<file path="config.mk">
export PLATFORM = sky130hd
export DESIGN_NAME = avalon_bus_arbiter_flat
export DESIGN_NICKNAME = d
export VERILOG_FILES = /design/src/rtl/avalon_bus_arbiter_if.sv /design/src/rtl/avalon_bus_arbiter.sv /design/src/flat_wrapper.sv
export SDC_FILE = /design/constraint.sdc
export NUM_CORES = 1
export LEC_CHECK = 0
export CELL_PAD_IN_SITES_DETAIL_PLACEMENT = 1
export CELL_PAD_IN_SITES_GLOBAL_PLACEMENT = 2
export CORE_ASPECT_RATIO = 0.8
export CORE_MARGIN = 1
export CORE_UTILIZATION = 29
export CTS_BUF_LIST = sky130_fd_sc_hd__clkbuf_8
export DETAILED_ROUTE_END_ITERATION = 8
export PLACE_DENSITY = 0.87
export SETUP_SLACK_MARGIN = 0.1
export SLEW_MARGIN = 20
export SYNTH_ARGS = -nofsm -noshare
export SYNTH_HDL_FRONTEND = slang
export SYNTH_SLANG_ARGS = --single-unit
</file>
<file path="constraint.sdc">
create_clock -name clk -period 2.9 [get_ports clk]
set_clock_uncertainty 0.05 [all_clocks]
set_input_delay 0.58 -clock clk [delete_from_list [all_inputs] [get_ports clk]]
set_output_delay 0.58 -clock clk [all_outputs]
set_load 0.01 [all_outputs]
</file>
<file path="src/rtl/avalon_bus_arbiter_if.sv">
// Requester-side and Avalon-side signals of avalon_bus_arbiter in one bundle.
// master: the arbiter's view; slave: the requesters and the Avalon target seen from outside.
interface avalon_bus_arbiter_if;
  logic        if_req;
  logic [31:0] if_addr;
  logic [31:0] if_rdata;
  logic        if_done;
  logic        d_req;
  logic        d_we;
  logic [31:0] d_addr;
  logic [31:0] d_wdata;
  logic [3:0]  d_be;
  logic [31:0] d_rdata;
  logic        d_done;
  logic        busy;
  logic        bus_err;
  logic [31:0] address;
  logic        read;
  logic        write;
  logic        waitrequest;
  logic [31:0] writedata;
  logic [3:0]  byteenable;
  logic [31:0] readdata;

  modport master (
    input  if_req, if_addr, d_req, d_we, d_addr, d_wdata, d_be, waitrequest, readdata,
    output if_rdata, if_done, d_rdata, d_done, busy, bus_err,
           address, read, write, writedata, byteenable
  );

  modport slave (
    output if_req, if_addr, d_req, d_we, d_addr, d_wdata, d_be, waitrequest, readdata,
    input  if_rdata, if_done, d_rdata, d_done, busy, bus_err,
           address, read, write, writedata, byteenable
  );
endinterface

</file>
<file path="src/rtl/avalon_bus_arbiter.sv">
// Avalon-MM arbiter sharing one master port between instruction fetch and data access.
// Define ARB_TIMEOUT_EN to abort transfers stalled for TIMEOUT_CYCLES cycles and raise a sticky bus_err.
module avalon_bus_arbiter #(
  parameter int DATA_PRIORITY  = 1,
  parameter int TIMEOUT_CYCLES = 255
) (
  input logic                  clk,
  input logic                  reset,
  avalon_bus_arbiter_if.master bus
);

  // state | meaning
  // IDLE  | sample requests, grant and launch the strobe on the edge
  // BUS   | strobe held until waitrequest drops
  // RDATA | readdata valid, captured into the granted requester
  // DONE  | one-cycle done pulse to the granted requester
  typedef enum logic [1:0] {IDLE, BUS, RDATA, DONE} state_t;

  state_t      state_q, state_d;
  logic        gnt_data_q, gnt_data_d;
  logic        rr_data_q, rr_data_d;
  logic        take_data;
  logic [31:0] address_q, address_d;
  logic        read_q, read_d;
  logic        write_q, write_d;
  logic [31:0] writedata_q, writedata_d;
  logic [3:0]  byteenable_q, byteenable_d;
  logic [31:0] if_rdata_q, if_rdata_d;
  logic [31:0] d_rdata_q, d_rdata_d;
  logic        if_done_q, if_done_d;
  logic        d_done_q, d_done_d;
  logic        busy_q;
  logic        unused_bits;
`ifdef ARB_TIMEOUT_EN
  localparam int TW = ($clog2(TIMEOUT_CYCLES + 1) > 8) ? $clog2(TIMEOUT_CYCLES + 1) : 8;
  logic [TW-1:0] stall_q, stall_d;
  logic          bus_err_q, bus_err_d;
`endif

  always_comb begin
    state_d      = state_q;
    gnt_data_d   = gnt_data_q;
    rr_data_d    = rr_data_q;
    take_data    = 1'b0;
    address_d    = address_q;
    read_d       = read_q;
    write_d      = write_q;
    writedata_d  = writedata_q;
    byteenable_d = byteenable_q;
    if_rdata_d   = if_rdata_q;
    d_rdata_d    = d_rdata_q;
    if_done_d    = 1'b0;
    d_done_d     = 1'b0;
`ifdef ARB_TIMEOUT_EN
    stall_d      = stall_q;
    bus_err_d    = bus_err_q;
`endif
    unique case (state_q)
      IDLE: begin
        if (bus.if_req || bus.d_req) begin
          if (bus.if_req && bus.d_req) take_data = (DATA_PRIORITY != 0) ? 1'b1 : rr_data_q;
          else                         take_data = bus.d_req;
          gnt_data_d = take_data;
          rr_data_d  = ~take_data;
          state_d    = BUS;
          if (take_data) begin
            address_d    = {bus.d_addr[31:2], 2'b00};
            read_d       = ~bus.d_we;
            write_d      = bus.d_we;
            byteenable_d = bus.d_be;
            writedata_d  = bus.d_wdata;
          end else begin
            address_d    = {bus.if_addr[31:2], 2'b00};
            read_d       = 1'b1;
            write_d      = 1'b0;
            byteenable_d = 4'b1111;
          end
`ifdef ARB_TIMEOUT_EN
          stall_d = TW'(TIMEOUT_CYCLES);
`endif
        end
      end
      BUS: begin
        if (!bus.waitrequest) begin
          read_d  = 1'b0;
          write_d = 1'b0;
          state_d = read_q ? RDATA : DONE;
        end
`ifdef ARB_TIMEOUT_EN
        else if (stall_q <= TW'(1)) begin
          read_d    = 1'b0;
          write_d   = 1'b0;
          state_d   = DONE;
          bus_err_d = 1'b1;
        end else begin
          stall_d = stall_q - TW'(1);
        end
`endif
      end
      RDATA: begin
        if (gnt_data_q) d_rdata_d  = bus.readdata;
        else            if_rdata_d = bus.readdata;
        state_d = DONE;
      end
      DONE:    state_d = IDLE;
      default: state_d = IDLE;
    endcase
    // done is registered, so it is raised on the edge that enters DONE
    if (state_d == DONE && state_q != DONE) begin
      if_done_d = ~gnt_data_q;
      d_done_d  = gnt_data_q;
    end
  end

  always_ff @(posedge clk or negedge reset) begin
    if (!reset) begin
      state_q      <= IDLE;
      gnt_data_q   <= 1'b0;
      rr_data_q    <= 1'b0;
      address_q    <= '0;
      read_q       <= 1'b0;
      write_q      <= 1'b0;
      writedata_q  <= '0;
      byteenable_q <= '0;
      if_rdata_q   <= '0;
      d_rdata_q    <= '0;
      if_done_q    <= 1'b0;
      d_done_q     <= 1'b0;
      busy_q       <= 1'b0;
`ifdef ARB_TIMEOUT_EN
      stall_q      <= '0;
      bus_err_q    <= 1'b0;
`endif
    end else begin
      state_q      <= state_d;
      gnt_data_q   <= gnt_data_d;
      rr_data_q    <= rr_data_d;
      address_q    <= address_d;
      read_q       <= read_d;
      write_q      <= write_d;
      writedata_q  <= writedata_d;
      byteenable_q <= byteenable_d;
      if_rdata_q   <= if_rdata_d;
      d_rdata_q    <= d_rdata_d;
      if_done_q    <= if_done_d;
      d_done_q     <= d_done_d;
      busy_q       <= (state_d != IDLE);
`ifdef ARB_TIMEOUT_EN
      stall_q      <= stall_d;
      bus_err_q    <= bus_err_d;
`endif
    end
  end

  assign bus.address    = address_q;
  assign bus.read       = read_q;
  assign bus.write      = write_q;
  assign bus.writedata  = writedata_q;
  assign bus.byteenable = byteenable_q;
  assign bus.if_rdata   = if_rdata_q;
  assign bus.d_rdata    = d_rdata_q;
  assign bus.if_done    = if_done_q;
  assign bus.d_done     = d_done_q;
  assign bus.busy       = busy_q;
`ifdef ARB_TIMEOUT_EN
  assign bus.bus_err    = bus_err_q;
`else
  assign bus.bus_err    = 1'b0;
`endif

  // word-aligned bus: byte-offset address bits are dropped by design
  assign unused_bits = &{1'b0, bus.if_addr[1:0], bus.d_addr[1:0], (TIMEOUT_CYCLES != 0)};

endmodule

</file>
<file path="src/flat_wrapper.sv">
// flat-port wrapper written by rule: the top's interface ports become plain ports
module avalon_bus_arbiter_flat 
#(
  parameter int DATA_PRIORITY  = 1,
  parameter int TIMEOUT_CYCLES = 255
)
  (clk, reset, bus_if_req, bus_if_addr, bus_d_req, bus_d_we, bus_d_addr, bus_d_wdata, bus_d_be, bus_waitrequest, bus_readdata, bus_if_rdata, bus_if_done, bus_d_rdata, bus_d_done, bus_busy, bus_bus_err, bus_address, bus_read, bus_write, bus_writedata, bus_byteenable);
  avalon_bus_arbiter_if bus_i ();
  input logic clk;
  input logic reset;
  input wire logic [$bits(bus_i.if_req)-1:0] bus_if_req;
  input wire logic [$bits(bus_i.if_addr)-1:0] bus_if_addr;
  input wire logic [$bits(bus_i.d_req)-1:0] bus_d_req;
  input wire logic [$bits(bus_i.d_we)-1:0] bus_d_we;
  input wire logic [$bits(bus_i.d_addr)-1:0] bus_d_addr;
  input wire logic [$bits(bus_i.d_wdata)-1:0] bus_d_wdata;
  input wire logic [$bits(bus_i.d_be)-1:0] bus_d_be;
  input wire logic [$bits(bus_i.waitrequest)-1:0] bus_waitrequest;
  input wire logic [$bits(bus_i.readdata)-1:0] bus_readdata;
  output wire logic [$bits(bus_i.if_rdata)-1:0] bus_if_rdata;
  output wire logic [$bits(bus_i.if_done)-1:0] bus_if_done;
  output wire logic [$bits(bus_i.d_rdata)-1:0] bus_d_rdata;
  output wire logic [$bits(bus_i.d_done)-1:0] bus_d_done;
  output wire logic [$bits(bus_i.busy)-1:0] bus_busy;
  output wire logic [$bits(bus_i.bus_err)-1:0] bus_bus_err;
  output wire logic [$bits(bus_i.address)-1:0] bus_address;
  output wire logic [$bits(bus_i.read)-1:0] bus_read;
  output wire logic [$bits(bus_i.write)-1:0] bus_write;
  output wire logic [$bits(bus_i.writedata)-1:0] bus_writedata;
  output wire logic [$bits(bus_i.byteenable)-1:0] bus_byteenable;
  assign bus_i.if_req = bus_if_req;
  assign bus_i.if_addr = bus_if_addr;
  assign bus_i.d_req = bus_d_req;
  assign bus_i.d_we = bus_d_we;
  assign bus_i.d_addr = bus_d_addr;
  assign bus_i.d_wdata = bus_d_wdata;
  assign bus_i.d_be = bus_d_be;
  assign bus_i.waitrequest = bus_waitrequest;
  assign bus_i.readdata = bus_readdata;
  assign bus_if_rdata = bus_i.if_rdata;
  assign bus_if_done = bus_i.if_done;
  assign bus_d_rdata = bus_i.d_rdata;
  assign bus_d_done = bus_i.d_done;
  assign bus_busy = bus_i.busy;
  assign bus_bus_err = bus_i.bus_err;
  assign bus_address = bus_i.address;
  assign bus_read = bus_i.read;
  assign bus_write = bus_i.write;
  assign bus_writedata = bus_i.writedata;
  assign bus_byteenable = bus_i.byteenable;
  avalon_bus_arbiter #(.DATA_PRIORITY(DATA_PRIORITY), .TIMEOUT_CYCLES(TIMEOUT_CYCLES)) u_core (.clk(clk), .reset(reset), .bus(bus_i));
endmodule
</file>
# Yosys cells after proc, flatten, opt, wreduce, memory -nomap -nowiden
# Cells that the tools add are included.
dict set report classes {
  n_addsub 0
  n_mul 0
  div 0
  magnitude_cmp 0
  n_eq_ne 7
  shifts 0
  mux 18
  n_bitwise 2
  n_reduce_logical 11
}
# op n
set ops {}
lappend ops {{32-bit 2-to-1 mux} 1}
lappend ops {{1-bit 2-to-1 mux} 11}
lappend ops {{2-bit case mux with 4 select lines} 1}
lappend ops {{2-bit == test, second input constant} 3}
lappend ops {{2-bit AND reduction} 3}
lappend ops {{3-bit AND reduction} 2}
lappend ops {{2-bit 2-to-1 mux} 2}
lappend ops {{4-bit 2-to-1 mux} 1}
lappend ops {{2-bit inequality test, second input constant} 2}
lappend ops {{1-bit case mux with 2 select lines} 2}
lappend ops {{2-bit nonzero test} 2}
lappend ops {{2-bit by 1-bit == test with 1-bit output, second input constant} 1}
lappend ops {{1-bit logical AND} 2}
lappend ops {{2-bit logical NOT} 1}
lappend ops {{2-bit by 1-bit inequality test with 1-bit output, second input constant} 1}
lappend ops {{1-bit NOT} 2}
lappend ops {{1-bit logical OR} 1}
dict set report word_totals {
  register_bits 140
  latch_bits 0
  mem_bits_rw 0
  romBits 0
  input_bits 138
  output_inout_bits 138
  word_cells 50
  memories 0
}

# Depth between registers and ports, before layout
# Gate-level depths: netlist of the first run.
dict set report logic_depth {
  ltp_word 7
  ltp_mapped 5
}

# Worst setup path before layout of the first run
# Ideal clock, no wire load.
dict set report synth_path {
  kind {in2reg}
  from {input bus_d_req}
  to {register u_core.address_q[26], in the netlist u_core.bus.address[26]}
  setup_time_ns 0.127
  t_arrival_ns 1.539
  setup_slack_ns 1.184
  stages 4
  n_path_buf 2
  path_cell_list {buf_2 buf_2 mux2_2 mux2_1}
}
dict set report synth_between {
  elab_chain_len 5
  word_cells_on_any_way 7
}
# item line_no
set synth_rtl {}
lappend synth_rtl {{from (decl)} flat_wrapper.sv:13} ;# input wire logic [$bits(bus_i.d_req)-1:0] bus_d_req;
lappend synth_rtl {{1-bit logical AND} avalon_bus_arbiter.sv:61} ;# if (bus.if_req && bus.d_req) take_data = (DATA_PRIORITY != 0) ? 1'b1 : rr_data_q;
lappend synth_rtl {{1-bit 2-to-1 mux} avalon_bus_arbiter.sv:61}
lappend synth_rtl {{1-bit 2-to-1 mux} avalon_bus_arbiter.sv:60} ;# if (bus.if_req || bus.d_req) begin
lappend synth_rtl {{1-bit 2-to-1 mux} avalon_bus_arbiter.sv:58} ;# unique case (state_q)
lappend synth_rtl {{32-bit 2-to-1 mux} avalon_bus_arbiter.sv:66} ;# if (take_data) begin
lappend synth_rtl {{to (signal assigned)} avalon_bus_arbiter.sv:138} ;# address_q <= address_d;
lappend synth_rtl {{to (decl)} avalon_bus_arbiter.sv:23} ;# logic [31:0] address_q, address_d;
# Parallel ways exist; a longest one is shown, timed or not. The select of a mux whose other input is x is not followed.
# A chain may end at the register's enable or synchronous reset.

# Worst setup path in the final report of the first run
dict set report layout_path {
  from {register u_core.read_q, in the netlist u_core.bus.read}
  to {output bus_read}
}
# item line_no
set layout_rtl {}
lappend layout_rtl {{from (decl)} avalon_bus_arbiter.sv:24} ;# logic read_q, read_d;
lappend layout_rtl {{from (signal assigned)} avalon_bus_arbiter.sv:139} ;# read_q <= read_d;
lappend layout_rtl {{to (decl)} flat_wrapper.sv:27} ;# output wire logic [$bits(bus_i.read)-1:0] bus_read;
# No word-level cell between the ends.

==> reports/results.tsv, run 1 <==
stage	metric	value	unit
status	outcome	finished clean	
route	Routed wire per std cell	17.26	um
power_and_ir_drop	Worst VDD drop	0.4306	mV
global_routing	grt ovf	0	
place	dpl cells	862	
synthesis	commonest register cell after synthesis	dfrtp_1	
clock_network	Inserted Clock Buffers	17	
setup_path	required time worst endpoint	2270	ps
setup_path	r2r endpoint	u_core.bus.if_rdata[2]	
finish	ant diodes	0	
synthesis	Synth area leaders	dfrtp_1 (60%), mux2_2 (20%), mux2_4 (13%)	
route	Starting DRT DRC Count	105	
route	via count	3883	
route	first drt pass iteration count	3	
finish	Non-Filler Instances	894	
synthesis	Post-Syn Area	5748	um^2
place	half-perimeter wire length after placement	11.77	mm
power_and_ir_drop	Pwr Density	1063	nW/um^2
global_routing	global-route wire length before repair	24.92	mm
global_routing	largest net degree at the start of global routing	83	
finish	nets	761	
flow_run	Max Cap Viol	0	
place	Placed Instance Area	8715	um^2
floorplan	Initial Util	29.94	%
floorplan	total die area	20390	um^2
finish	final cell area excluding filler cells	9104	um^2
synthesis	Cells after Synth	344	
setup_path	WS Path Type	flip-flop to primary output	
finish	layout cells sized above 1	31.13	%
synthesis	Seq cells post-synth	138	
clock_network	CTS clk-pin slew, worst paths	90	ps
global_routing	grt met2 use	28.28	%
power_and_ir_drop	sequential power share	35.8	%
sta	Slew Limit Fails	0	
setup_path	CP Launch Type	flip-flop	
synthesis	post-synth top area cell	dfrtp_1	
place	DP Worst Slack	539.5	ps
route	routed vias/inst	4.343	
floorplan	io pins	276	
setup_path	WP buf/inv	1	
floorplan	number of core rows	45	
sta	final hold vios	0	
setup_path	CP cell instances	clkdlybuf4s50_1	
hold_path	worst min path class	input pin to asynchronous set/reset pin	
clock_network	worst skew pair latency	420	ps
global_routing	met1 Track Usage GR	18.38	%
synthesis	distinct cell type count after synthesis	23	
sta	final setup violating endpoints	0	
finish	Finished Core Util	47.42	%
power_and_ir_drop	clock power share	16.0	%
setup_path	CP max-delay cell	clkdlybuf4s50_1	
power_and_ir_drop	Switching Fraction	31.35	%
clock_network	post-cts repair resize count	0	
synthesis	Post-synth top cells	dfrtp_1 (138), mux2_2 (101), mux2_4 (49), buf_4 (8)	
setup_path	R2R cell count	4	
setup_path	Worst EP arrival	1410	ps
sta	final worst slack	855.6	ps
sta	Slew Limit Headroom	45.24	%
power_and_ir_drop	internal power	6.641	mW
sta	worst slew pin tran	818.9	ps
floorplan	core area	19200	um^2
clock_network	Clock Sinks	138	
synthesis	Async SR Flop Fraction	100.0	%
synthesis	Syn. warnings	0	
route	ANT nets after route	0	
clock_network	hold-fix buffers at CTS	0	
global_routing	antenna violations before repair	0	
route	DRC Markers	0	
setup_path	reg2reg setup slack	880	ps
synthesis	top-count cell post-synth	dfrtp_1	
clock_network	clk buf depth	2	
floorplan	Die Wd	159.4	um
global_routing	gr busiest metal	met2	
power_and_ir_drop	Tot Pwr	9.674	mW
route	total wire length	15.43	mm
place	IO buf count	268	
finish	filler instances	1923	
setup_path	R2R Path Start	u_core.state_q[0]	
sta	Setup TNS	0	ps
sta	RSZ-0062 raised after global routing	no	
sta	Max Clock Freq	489.1	MHz
setup_path	CP top delay family	buffers and inverters	
power_and_ir_drop	NetSw	3.033	mW
synthesis	top-area cell type share of the netlist area	60.08	%
sta	clock period minus worst slack	2044	ps
setup_path	crit end category	primary output	
finish	Register Area	3453	um^2
global_routing	GR Util met3	5.144	%
setup_path	Critical Path Max Stage Delay	590	ps
synthesis	post-synthesis sequential area ratio	60.08	%
global_routing	gr usage total	15.95	%
clock_network	Root Driver	clkbuf_8	
clock_network	H-tree depth	4	
power_and_ir_drop	Combinational Power Share	48.2	%
sta	hold slack	126.4	ps
setup_path	CP Max Fanout	4	
finish	multi-input combinational cell area	2147	um^2
synthesis	Post-synth EDFFs	0	
synthesis	Syn Area/Cell	16.71	um^2
floorplan	die height	127.9	um
place	Placer Congestion	0.8085	
sta	part of the cycle the worst path needs	70.50	%
global_routing	number of global-route vias before repair	4468	
clock_network	setup bufs post-CTS	0	
finish	layout overhead on the synthesized area	58.38	%
clock_network	CTS tree	built	
power_and_ir_drop	static leakage	3.804	nW
power groups by stage:
| stage | registers (mW) | logic [mW] | clock network [mW] |
|---|---|---|---|
| floorplan | 3.88 | 1.75 | 0 |
| global placement | 3.43 | 4.64 | 0 |
| detailed placement | 3.50 | 4.72 | 0 |
| CTS | 3.48 | 4.75 | 1.62 |
| global route | 3.61 | 4.96 | 1.70 |
| finish | 3.46 | 4.66 | 1.55 |
worst max-delay path by stage:
stage                      startpoint                     end  slack, ps  depth (start not counted)
floorplan                   bus_d_req  u_core.bus.address[26]       1180                          4
global placement            bus_d_req   u_core.bus.address[4]        570                          4
detailed placement          bus_d_req   u_core.bus.address[3]        540                          4
CTS                   u_core.bus.read                bus_read        790                          1
global route        u_core.state_q[0]  u_core.bus.d_rdata[22]        740                          3
finish                u_core.bus.read                bus_read        860                          1
registers in the layout, indices dropped and copies added, names as in the netlist:
signal,cells
u_core.bus.read,1
u_core.bus.if_done,1
u_core.bus.d_done,1
u_core.bus.byteenable,4
u_core.bus.writedata,32
u_core.bus.if_rdata,32
u_core.gnt_data_q,1
u_core.bus.address,30
u_core.bus.write,1
u_core.bus.busy,1
u_core.state_q,2
u_core.bus.d_rdata,32
metal layers:
metal  vias to the layer above  wire, um
li1                       1765         -
met1                      1968      6343
met4                         0       170
met5                         -         0
met3                        10       925
met2                       140      7990
layout make-up:
cell class              count  area share, %
flip-flops and latches    138          37.93
well taps                 258          3.546
multi-input cells         187          23.58
repair buffers            279          30.66
clock buffers              17          2.570
clock inverters            15          1.704
kinds of logic (layout without fill, tap and decap cells):
| family | Yosys count | in the layout | share of synthesized area, % |
|---|---|---|---|
| compound gates | 10 | 10 | 1.371 |
| buf+inv | 21 | 311 | 2.830 |
| flops | 138 | 138 | 60.08 |
| mux | 158 | 158 | 34.13 |
| other cells | 1 | 3 | 0.06524 |
| simple gates | 16 | 16 | 1.524 |
cells in the final DEF (no fill, tap or decap), types with 2 or more instances in the layout:
cell             Yosys  layout
mux2_4              49      49
buf_4                8       9
clkdlybuf4s50_1      0     267
nand2b_1             2       2
mux2_2             101     101
nor2b_1              2       2
buf_12               0       2
inv_8                0       3
clkbuf_8             0      17
mux2_1               7       7
dfrtp_1            138     138
clkinv_4             0       2
o22a_1               5       5
conb_1               1       3
nand2_1              5       5
inv_6                0       7
(Power assumes the default switching activity.)
==> run 2, diff against run 1 <==
--- a/config.mk
+++ b/config.mk
@@ -9,10 +9,10 @@
 export CELL_PAD_IN_SITES_GLOBAL_PLACEMENT = 2
 export CORE_ASPECT_RATIO = 0.8
 export CORE_MARGIN = 1
-export CORE_UTILIZATION = 29
+export CORE_UTILIZATION = 27
 export CTS_BUF_LIST = sky130_fd_sc_hd__clkbuf_8
 export DETAILED_ROUTE_END_ITERATION = 8
-export PLACE_DENSITY = 0.87
+export PLACE_DENSITY = 0.82
 export SETUP_SLACK_MARGIN = 0.1
 export SLEW_MARGIN = 20
 export SYNTH_ARGS = -nofsm -noshare
==> constraint.sdc (replaced) <==
create_clock -name clk -period 2.07 [get_ports clk]
set_clock_uncertainty 0.05 [all_clocks]
set_input_delay 0.414 -clock clk [delete_from_list [all_inputs] [get_ports clk]]
set_output_delay 0.414 -clock clk [all_outputs]
set_load 0.01 [all_outputs]
==> reports/results.tsv, run 2 (synthesis gave the netlist of run 1 again) <==
stage	metric	value	unit
finish	most common cell after layout, fill and taps aside	clkdlybuf4s50_1	
clock_network	clk buf depth	2	
sta	part of the cycle the worst path needs	90.70	%
route	first drt pass iteration count	4	
setup_path	WS Path Type	flip-flop to primary output	
power_and_ir_drop	clock power share	17.4	%
setup_path	required time worst endpoint	1610	ps
floorplan	Initial Util	27.69	%
power_and_ir_drop	Combinational Power Share	47.6	%
global_routing	grt ovf	0	
sta	RSZ-0062 raised after global routing	no	
power_and_ir_drop	Tot Pwr	13.89	mW
sta	hold slack	420.7	ps
power_and_ir_drop	Worst VDD drop	0.6122	mV
setup_path	CP max-delay cell	clkdlybuf4s50_1	
global_routing	number of global-route vias before repair	4530	
place	DP Worst Slack	-9.058	ps
setup_path	crit end category	primary output	
place	Placer Congestion	0.7127	
route	Routed wire per std cell	17.85	um
setup_path	R2R cell count	4	
route	total wire length	16.19	mm
floorplan	Die Wd	165.1	um
sta	final hold vios	0	
finish	Non-Filler Instances	907	
setup_path	WP buf/inv	1	
setup_path	CP Max Fanout	4	
power_and_ir_drop	sequential power share	35.0	%
global_routing	gr usage total	15.43	%
setup_path	Worst EP arrival	1410	ps
setup_path	CP top delay family	buffers and inverters	
place	dpl cells	874	
setup_path	r2r endpoint	u_core.bus.if_rdata[22]	
clock_network	H-tree depth	4	
place	half-perimeter wire length after placement	12.15	mm
sta	final worst slack	192.5	ps
global_routing	global-route wire length before repair	25.51	mm
finish	most frequent cells in the layout	clkdlybuf4s50_1 (267), dfrtp_1 (138), mux2_2 (101), mux2_4 (49), clkbuf_8 (17)	
hold_path	worst min path class	input pin to asynchronous set/reset pin	
clock_network	CTS clk-pin slew, worst paths	80	ps
power_and_ir_drop	internal power	9.675	mW
floorplan	total die area	21880	um^2
sta	final setup violating endpoints	0	
route	routed vias/inst	4.327	
power_and_ir_drop	Pwr Density	1499	nW/um^2
floorplan	die height	132.5	um
route	via count	3925	
setup_path	CP cell instances	clkdlybuf4s50_1	
status	outcome	finished clean	
clock_network	Root Driver	clkbuf_8	
power_and_ir_drop	NetSw	4.219	mW
clock_network	CTS tree	built	
clock_network	Inserted Clock Buffers	17	
flow_run	Max Cap Viol	0	
floorplan	io pins	276	
place	IO buf count	268	
clock_network	Clock Sinks	138	
route	DRC Markers	0	
finish	ant diodes	0	
route	Starting DRT DRC Count	96	
setup_path	CP Launch Type	flip-flop	
power_and_ir_drop	static leakage	3.867	nW
route	ANT nets after route	0	
finish	nets	763	
power_and_ir_drop	Switching Fraction	30.37	%
setup_path	Critical Path Max Stage Delay	600	ps
floorplan	core area	20760	um^2
sta	clock period minus worst slack	1877	ps
sta	Max Clock Freq	532.6	MHz
floorplan	number of core rows	47	
finish	layout cells sized above 1	31.03	%
finish	layout overhead on the synthesized area	61.21	%
setup_path	reg2reg setup slack	440	ps
global_routing	antenna violations before repair	0	
setup_path	R2R Path Start	u_core.state_q[0]	
clock_network	worst skew pair latency	420	ps
global_routing	largest net degree at the start of global routing	45	
sta	Slew Limit Fails	0	
run 2: area by class of cell:
cell class              count  area (um^2)
flip-flops and latches    138         3453
clock inverters            15        198.9
fillers                  2110        11490
repair buffers            281         2897
clock buffers              17        234.0
multi-input cells         187         2147
well taps                 269        336.6
run 2: metal layers:
metal / track usage [%] / up-vias / wire [um]
li1: - / 1777 / -
met2: 27.27 / 138 / 8515
met3: 4.577 / 11 / 1051
met4: 4.842 / 0 / 187
met1: 17.69 / 1999 / 6434
met5: 0 / - / 0
run 2: worst max-delay path by stage:
stage	slack, ps	endpoint	cells past startpoint	startpoint
5_1_grt	130	bus_read	1	u_core.bus.read
3_5_place_dp	-9	u_core.bus.writedata[0]	5	bus_d_req
4_1_cts	160	bus_read	1	u_core.bus.read
3_3_place_gp	10	u_core.bus.writedata[0]	5	bus_d_req
2_1_floorplan	520	u_core.bus.address[26]	4	bus_d_req
6_report	190	bus_read	1	u_core.bus.read
run 2: power groups by stage:
stage               clock network [mW]  logic (mW)  registers [mW]
finish                            2.41        6.61            4.87
CTS                               2.51        6.74            4.90
detailed placement                   0        6.71            4.92
global route                      2.63        7.04            5.05
global placement                     0        6.57            4.82
floorplan                            0        2.45            5.44
run 2: what timing repair did:
action,CTS,global route
setup buffers,0,0
hold endpoints to repair,37,0
resized for setup,0,0
hold buffers,1,0
run 2: stage by stage:
stage	TNS [ps]	instance area [um^2]	util, %
finish	0	9266	44.64
global route	0	9266	44.64
CTS	0	9266	44.64
detailed placement	-9.058	8823	42.50
global placement	0	8823	42.50
floorplan	0	5756	-
==> RTL edit: new RTL, config.mk and constraints of run 2 <==
Encoding of `state_t`: now one-hot (4 bits for 4 states).
--- a/src/rtl/avalon_bus_arbiter.sv
+++ b/src/rtl/avalon_bus_arbiter.sv
@@ -16,3 +16,3 @@
   // DONE  | one-cycle done pulse to the granted requester
-  typedef enum logic [1:0] {IDLE, BUS, RDATA, DONE} state_t;
+  typedef enum logic [3:0] {IDLE = 4'b0001, BUS = 4'b0010, RDATA = 4'b0100, DONE = 4'b1000} state_t;
 
Formal check against the unedited RTL: same outputs for any inputs over 4 cycles, from zero or initial values and one cycle with reset low; so few cycles prove little.
==> RTL edit against run 2 <==
  * Wire length fell by 1.2%
  * Area after synthesis barely moved
  * Combinational power fell by 12%
  * Setup slack got worse by 21 ps
  * Power fell by 6.8%
  * First-iteration DRC count rose by 14%
  * Synthesized cell count rose by 2.0%
  * Sequential cell count rose by 2
  * Utilization fell by 0.060 points
  * Cell area fell by 0.14%
==> RTL edit: results (changes against run 2) <==
worst flop-to-flop path endpoint=u_core.bus.d_rdata[0]$_DFFE_PN0P_; Vias/cell=4.35 (+0.61%); vias in the first global route=4,625 (+2.1%); Distinct cells, synth=29 (+26%); DRT iter0 DRCs=109 (+14%); clock latency at the later pin of the worst-skew pair=420 ps (about the same); CP Capture Type=flip-flop; dpl cells=883 (+1.0%); Arr. time, crit path=2170 ps (+760 ps); post-synthesis xor/xnor area fraction=0.00152 (+0.00152); dpl ws=-29.9 ps (-20.9 ps); hpwl dp=11,800 um (-3.0%); flop2flop setup slack=170 ps (-270 ps); Critical Path Start=u_core.state_q[0]$_DFF_PN1_; fillers=2,120 (+0.47%); switching part of the total=0.304 (about the same); ANT cells=0 (unchanged); status=finished clean; Finished Layout Cells=916 (+0.99%); Synth Area in Compound Gates=0.0139 (+0.000227); post-synthesis mux area share=0.329 (-0.0124); pin count of the biggest net entering global routing=53 (+18%); H-tree depth=4 (unchanged); leak pwr=0.00396 uW (+2.4%); fin crit period=1900 ps (+20.5 ps); critical path fanouts, max=32 (+28); Synth area leaders=dfrtp_1 61%, mux2_2 20%, mux2_4 7.8%, mux2_1 4.9%, buf_4 0.78%; total CTS buffers=17 (unchanged); Total Nets Final=772 (+1.2%); Placer Congestion=0.722 (+1.3%); Max VDD drop=0.624 mV (+2.0%); register area share after synthesis=0.610 (+0.00932); layout cells sized above 1=0.286 (-0.0244); Commonest cells post-synth=139 x dfrtp_1, 101 x mux2_2, 30 x mux2_4; drt wl/cell=17.5 um (-2.2%); Gate Count Post-Synth=351 (+2.0%); first-pass GRT wire length=25,500 um (about the same); final hold slack=387 ps (-34.0 ps)
[RTL edit: changes by cell type after synthesis, moves of 2 or more]
cell / delta
and2_1: +2
buf_4: -2
buf_6: -3
clkbuf_1: +4
mux2_1: +18
mux2_4: -19
nand2_1: -5
nor2_2: -2
nor2b_1: -2
o21ai_0: +5
or4b_1: +2
[RTL edit: routing by layer]
layer	vias up	global-route usage	routed length (um)
met5	-	0	0
met4	0	0.0438	150
met3	10	0.0655	1580
met2	168	0.257	8090
met1	1999	0.175	6170
li1	1811	-	-
[RTL edit: logic make-up (layout without fill, tap and decap cells)]
| family | Yosys count | in the layout |
|---|---|---|
| flip-flops | 140 | 140 |
| other | 1 | 3 |
| multiplexers | 158 | 158 |
| AND/OR/NAND/NOR | 16 | 16 |
| buffers and inverters | 23 | 317 |
| AO/OA/AOI/OAI | 12 | 12 |
| XOR/XNOR | 1 | 1 |
[RTL edit: critical path: stages, from the launching register on]
cell      delay (ps)
dfstp_2          390
nand2b_1         190
or4_2            590
buf_12           230
mux2_1           340
[RTL edit: power by group through the flow]
stage	Sequential (uW)	Combinational (uW)	Clock [uW]
after CTS	4800	5950	2450
after global placement	4710	5790	0
after global routing	4950	6250	2560
after detailed placement	4810	5920	0
after floorplan	5310	1890	0
final	4780	5830	2340
[RTL edit: layout make-up]
cell class / instances / area, um2 / area share
clock buffer: 18 / 248 / 0.0268
clock inverter: 14 / 166 / 0.0180
inverter: 2 / 7.51 / 0.000811
multi-input combinational: 190 / 2120 / 0.229
sequential: 140 / 3500 / 0.379
tap: 269 / 337 / 0.0364
timing repair buffer: 283 / 2870 / 0.311
